===== config.mk =====
export PLATFORM = sky130hd
export DESIGN_NAME = prefetch_issue_queue
export DESIGN_NICKNAME = d
export VERILOG_FILES = /design/src/rtl/isb_pkg.sv /design/src/rtl/pq_match.sv /design/src/rtl/prefetch_issue_queue.sv
export SDC_FILE = /design/constraint.sdc
export NUM_CORES = 1
export LEC_CHECK = 0
export CORE_MARGIN = 2
export CORE_UTILIZATION = 35
export DETAILED_ROUTE_END_ITERATION = 6
export PLACE_DENSITY = 0.5
export SLEW_MARGIN = 20
export SYNTH_ARGS = -nofsm -noshare
export SYNTH_HDL_FRONTEND = slang
export SYNTH_SLANG_ARGS = --single-unit

===== constraint.sdc =====
create_clock -name clk -period 3.8 [get_ports clk]
set_clock_uncertainty 0.15 [all_clocks]
set_input_delay 0.38 -clock clk [delete_from_list [all_inputs] [get_ports clk]]
set_output_delay 0.38 -clock clk [all_outputs]
set_load 0.005 [all_outputs]

===== src/rtl/isb_pkg.sv =====
// Shared types and sizing for the instruction-stream prefetcher and its
// issue queue: address width, queue depth, queue entry layout and the
// issue FSM state encoding.
package isb_pkg;

    localparam int ADDR_W   = 16;
    localparam int PQ_DEPTH = 4;

    // One queue slot. A squashed entry still occupies its slot until the
    // issue FSM reaches it and retires it without a memory request.
    typedef struct packed {
        logic              valid;
        logic              squashed;
        logic [ADDR_W-1:0] addr;
    } pq_entry_t;

    typedef enum logic [1:0] {
        PQ_IDLE  = 2'd0,
        PQ_REQ   = 2'd1,
        PQ_ACKED = 2'd2
    } pq_state_e;

endpackage


===== src/rtl/pq_match.sv =====
// Combinational address CAM over the issue-queue entries. A hit means the
// slot is valid and its address equals addr_i; the caller decides whether
// squashed slots count.
module pq_match
    import isb_pkg::*;
#(
    parameter int DEPTH = PQ_DEPTH
) (
    input  pq_entry_t [DEPTH-1:0] entries_i,
    input  logic [ADDR_W-1:0]     addr_i,
    output logic [DEPTH-1:0]      hit_o
);

    // Per-slot compare of the probe address against every live slot.
    always_comb begin
        hit_o = '0;
        for (int i = 0; i < DEPTH; i++) begin
            hit_o[i] = entries_i[i].valid && (entries_i[i].addr == addr_i);
        end
    end

endmodule


===== src/rtl/prefetch_issue_queue.sv =====
// Prefetch issue queue: filters prefetch candidates (full queue, duplicate
// of a live or in-flight address, or same-cycle demand hit), buffers the
// survivors in a circular FIFO and issues them one at a time to memory
// through a REQ/ACK handshake. Demands squash matching queued candidates.
module prefetch_issue_queue
    import isb_pkg::*;
#(
    parameter int ADDR_W = isb_pkg::ADDR_W,
    parameter int DEPTH  = PQ_DEPTH
) (
    input  logic                     clk,
    input  logic                     rst_n,
    input  logic                     pf_v,
    input  logic [ADDR_W-1:0]        pf_addr,
    input  logic                     dm_v,
    input  logic [ADDR_W-1:0]        dm_addr,
    output logic                     mem_req,
    output logic [ADDR_W-1:0]        mem_addr,
    input  logic                     mem_ack,
    output logic [$clog2(DEPTH):0]   count,
    output logic [7:0]               drop_cnt
);

    localparam int IDX_W = $clog2(DEPTH);
    localparam logic [IDX_W:0] FULL_CNT = (IDX_W + 1)'(DEPTH);

    pq_entry_t [DEPTH-1:0] ent_q, ent_d;
    logic [IDX_W:0]        head_q, head_d;
    logic [IDX_W:0]        tail_q, tail_d;
    pq_state_e             state_q, state_d;
    logic                  mem_req_q, mem_req_d;
    logic [ADDR_W-1:0]     mem_addr_q, mem_addr_d;
    logic [7:0]            drop_q, drop_d;

    logic [IDX_W-1:0]      head_idx;
    logic [IDX_W-1:0]      tail_idx;
    logic [IDX_W:0]        occ;
    pq_entry_t             head_ent;
    logic [DEPTH-1:0]      pf_hit;
    logic [DEPTH-1:0]      dm_hit;
    logic                  live_dup;
    logic                  inflight_dup;
    logic                  demand_dup;
    logic                  full;
    logic                  drop;
    logic                  enq;
    logic                  pop;

    // Pointers carry one extra wrap bit so full and empty are distinguishable.
    assign head_idx = head_q[IDX_W-1:0];
    assign tail_idx = tail_q[IDX_W-1:0];
    assign occ      = tail_q - head_q;
    assign head_ent = ent_q[head_idx];

    pq_match #(
        .DEPTH (DEPTH)
    ) u_pf_match (
        .entries_i (ent_q),
        .addr_i    (pf_addr),
        .hit_o     (pf_hit)
    );

    pq_match #(
        .DEPTH (DEPTH)
    ) u_dm_match (
        .entries_i (ent_q),
        .addr_i    (dm_addr),
        .hit_o     (dm_hit)
    );

    // Candidate filter: only live (unsquashed) entries and the outstanding
    // request suppress a duplicate; fullness uses the registered occupancy.
    always_comb begin
        live_dup = 1'b0;
        for (int i = 0; i < DEPTH; i++) begin
            if (pf_hit[i] && !ent_q[i].squashed) begin
                live_dup = 1'b1;
            end
        end
        inflight_dup = mem_req_q && (mem_addr_q == pf_addr);
        demand_dup   = dm_v && (dm_addr == pf_addr);
        full         = (occ == FULL_CNT);
        drop         = pf_v && (full || live_dup || inflight_dup || demand_dup);
        enq          = pf_v && !drop;
        drop_d       = (drop && (drop_q != 8'hFF)) ? drop_q + 8'd1 : drop_q;
    end

    // Issue FSM: decide whether the head is issued, silently retired or
    // waited on, and drive the registered request outputs.
    always_comb begin
        state_d    = state_q;
        mem_req_d  = mem_req_q;
        mem_addr_d = mem_addr_q;
        pop        = 1'b0;
        unique case (state_q)
            PQ_IDLE: begin
                if (head_ent.valid) begin
                    if (head_ent.squashed) begin
                        pop = 1'b1;
                    end else begin
                        state_d    = PQ_REQ;
                        mem_req_d  = 1'b1;
                        mem_addr_d = head_ent.addr;
                    end
                end
            end
            PQ_REQ: begin
                if (mem_ack) begin
                    pop       = 1'b1;
                    mem_req_d = 1'b0;
                    state_d   = PQ_ACKED;
                end
            end
            PQ_ACKED: begin
                state_d = PQ_IDLE;
            end
            default: begin
                state_d   = PQ_IDLE;
                mem_req_d = 1'b0;
            end
        endcase
    end

    // Queue storage update: demand squash, head retire and tail write. The
    // entry currently on the memory bus is immune to squash.
    always_comb begin
        ent_d  = ent_q;
        head_d = head_q;
        tail_d = tail_q;
        if (dm_v) begin
            for (int i = 0; i < DEPTH; i++) begin
                if (dm_hit[i] && !((state_q == PQ_REQ) && (IDX_W'(i) == head_idx))) begin
                    ent_d[i].squashed = 1'b1;
                end
            end
        end
        if (pop) begin
            ent_d[head_idx].valid    = 1'b0;
            ent_d[head_idx].squashed = 1'b0;
            head_d                   = head_q + 1'b1;
        end
        if (enq) begin
            ent_d[tail_idx].valid    = 1'b1;
            ent_d[tail_idx].squashed = 1'b0;
            ent_d[tail_idx].addr     = pf_addr;
            tail_d                   = tail_q + 1'b1;
        end
    end

    // State registers; reset abandons any outstanding request without a pop.
    always_ff @(posedge clk or negedge rst_n) begin
        if (!rst_n) begin
            ent_q      <= '0;
            head_q     <= '0;
            tail_q     <= '0;
            state_q    <= PQ_IDLE;
            mem_req_q  <= 1'b0;
            mem_addr_q <= '0;
            drop_q     <= '0;
        end else begin
            ent_q      <= ent_d;
            head_q     <= head_d;
            tail_q     <= tail_d;
            state_q    <= state_d;
            mem_req_q  <= mem_req_d;
            mem_addr_q <= mem_addr_d;
            drop_q     <= drop_d;
        end
    end

    assign mem_req  = mem_req_q;
    assign mem_addr = mem_addr_q;
    assign count    = occ;
    assign drop_cnt = drop_q;

endmodule


==> metrics.yaml <==
sta:
  hold_ws_ns: 0.351
  slew_violations: 0
  hold_viol: 0
  fin_crit_ns: 3.15
  fmax_ghz: 0.318
  rsz0062_at_grt: "false"
  tightest_slew_ns: 0.768
  fin_tns_setup_ns: 0
  setup_slack_ns: 0.654
  slew_headroom_pct: 48.3
  post-route-period-util_pct: 82.8
  finalSetupViolCount: 0
route:
  post_drt_wl_per_cell_um: 23.5
  detail-route-antenna-nets: 0
  drt_iter0_drc: 244
  viasPerCell: 5.29
  drtPass1Iterations: 4
  route.detailed.drc: 0
  vias: 4460
  drt-total-wl_um: 19800
layout:
  post-route-util_pct: 41.7
  layout_commonest_cell: "dfrtp_1"
  nFillCells: 1841
  n_antenna_cell: 0
  drive_gt1_share_pct: 21.3
  regArea_um2: 2630
  synthToLayoutAreaGrowth_pct: 16.6
  nets: 653
  multi_input_area_um2: 3760
  final_cell_mix: "dfrtp_1, xnor2_1, xor2_1"
synth:
  synth-simple-area-share_pct: 9.34
  synth-compound-area-share_pct: 1.27
  synth_top_area_share_pct: 39.1
  ys_warn_count: 0
  synthAdderAreaFrac_pct: 2.16
  syn_area_per_cell_um2: 12.0
  synth-seq-cells: 105
  syn-num-nets: 607
  synthXorXnorAreaFrac_pct: 22.3
  muxShareOfSynthArea_pct: 21.0
  synth_seq_area_share_pct: 39.1
  synth_top_family_by_area: "XOR/XNOR gates"
  yosysTopAreaCell: "dfrtp_1"
  syn_inst: 559
  synth_area_um2: 6710
  yosys.cell_types.count: 35
  yosys-top-cells-area: "dfrtp_1, mux2_2, xnor2_1, xor2_1, mux4_2"
global_routing:
  antenna_found_initial: 0
  grt_first_pass_wirelength_um: 30300
  grt_pass1_vias: 4775
  grt_overflow: 0
  grt.total_usage_pct: 20.5
  grt_max_degree: 57
clocking:
  numCtsBuffers: 9
  htreeDepth: 3
  root_buffer: "clkbuf_16"
  clock_sinks: 105
  cts-resized-gates: 0
  clk_pin_slew_ns: 0.07
  tritoncts: "done"
  cts_setup_buffers: 0
  cts.path.max_buffers: 2
  clock_latency_ns: 0.37
pwr:
  power_density_nw_per_um2: 884
  ir_drop_uv: 285
  p_leak_nw: 3.16
placed_design:
  place.port_buffers: 64
  gp_congestion: 0.903
  hpwl_um: 15000
  preCtsSetupSlack_ns: 0.350
critical_path:
  path_max_fanout: 10
  start_kind: "input port"
  endpoint_kind: "flop"
  crit_type: "in -> reg"
  required_ns: 3.90
  cp.arrival_ns: 3.25
outcome:
  run_status: "finished, final reports clean"
floorplan:
  die_w_um: 142
  initial_core_util_pct: 35.8
  core_um2: 18800
  boundaryPins: 65
  rows: 50
  die_area_um2: 20300
  die_h_um: 142
min_path:
  hold_path.class: "reg -> reg"
run:
  max_cap_violations: 0
registers in the layout, indices dropped and copies added (netlist names):
name / flops
ent_q: 72
head_q: 3
tail_q: 3
mem_req: 1
mem_addr: 16
state_q: 2
drop_cnt: 8
worst max-delay path: stages:
cell             delay, ns
clkdlybuf4s50_1       0.80
xnor2_1               0.18
nand4_1               0.13
nor4b_1               0.60
nand4_1               0.17
nand3_1               0.13
nor2_2                0.10
buf_4                 0.18
nor3_1                0.21
mux2_2                0.36
what timing repair did:
item / 4_1_cts / 5_1_grt
endpoints found under the hold margin: 49 / 0
hold buffers: 1 / 0
setup endpoints to repair: 0 / 0
through the flow:
step                      power (mW)  cell area, um2  std cells
after floorplan                 4.58            6710        559
after global placement          5.81            7480        827
after detailed placement        5.84            7480        827
after CTS                       6.98            7830        843
after global routing            7.33            7830        843
final                           6.92            7830        843
worst paths after layout:
kind	cells past startpoint	from	end	slack, ns
max	10	pf_addr[8]	drop_cnt[6]$_DFFE_PN0P_	0.65
min	1	head_q[2]$_DFFE_PN0P_	head_q[2]$_DFFE_PN0P_	0.35
max reg2reg	9	tail_q[0]$_DFFE_PN0P_	ent_q[47]$_DFFE_PN0P_	0.78
min reg2reg	1	head_q[2]$_DFFE_PN0P_	head_q[2]$_DFFE_PN0P_	0.35
max in group asynchronous	3	rst_n	ent_q[36]$_DFFE_PN0P_	2.29
min in group asynchronous	2	rst_n	ent_q[31]$_DFFE_PN0P_	0.45
synthesized netlist by cell type:
master	n
mux4_1	7
nor3b_1	2
xnor2_1	90
nor4b_1	4
clkbuf_1	2
nand2b_1	1
nand4_1	28
nor3_1	10
buf_2	17
dfrtp_1	105
and3_1	1
xor2_1	81
o211a_1	4
ha_1	10
nand3_2	2
nor4_1	18
buf_12	1
nor2_2	1
mux2_2	76
o21ai_0	4
mux4_2	11
buf_4	17
nand3_1	12
fa_1	1
or4b_1	1
a21oi_1	5
nor2_1	3
nor2b_1	1
nand3_4	2
and2_1	1
mux2_4	8
inv_1	7
buf_1	3
buf_6	4
nand2_1	19
layout make-up:
type / instances / share of cell area (%)
clock buffers: 9 / 2.88
repair buffers: 79 / 9.94
multi-input cells: 403 / 48.1
inverters: 7 / 0.336
well taps: 234 / 3.74
flip-flops and latches: 105 / 33.6
clock inverters: 6 / 1.47
logic make-up (layout without fill, tap and decap cells):
kind of cell	Yosys count	after routing
AO/OA/AOI/OAI	13	13
multiplexers	102	102
XOR/XNOR	171	171
buffers and inverters	51	101
flip-flops	105	105
adder cells (fa/ha/maj)	11	11
AND/OR/NAND/NOR	106	106
per-layer routing:
layer | vias up | wire (um) | global-route usage (%) | share of wire, %
met5 | - | 0 | 0 | 0
met4 | 0 | 410 | 6.51 | 2.1
met3 | 22 | 748 | 3.53 | 3.8
met2 | 85 | 9180 | 32.2 | 46
met1 | 2310 | 9440 | 28.9 | 48
li1 | 2043 | - | - | -
power breakdown:
part	internal, mW	switching (mW)
combinational	1.91	1.53
clock	0.645	0.459
sequential	1.66	0.720
total	4.21	2.71
No activity file was read; power rests on OpenSTA's default activity.
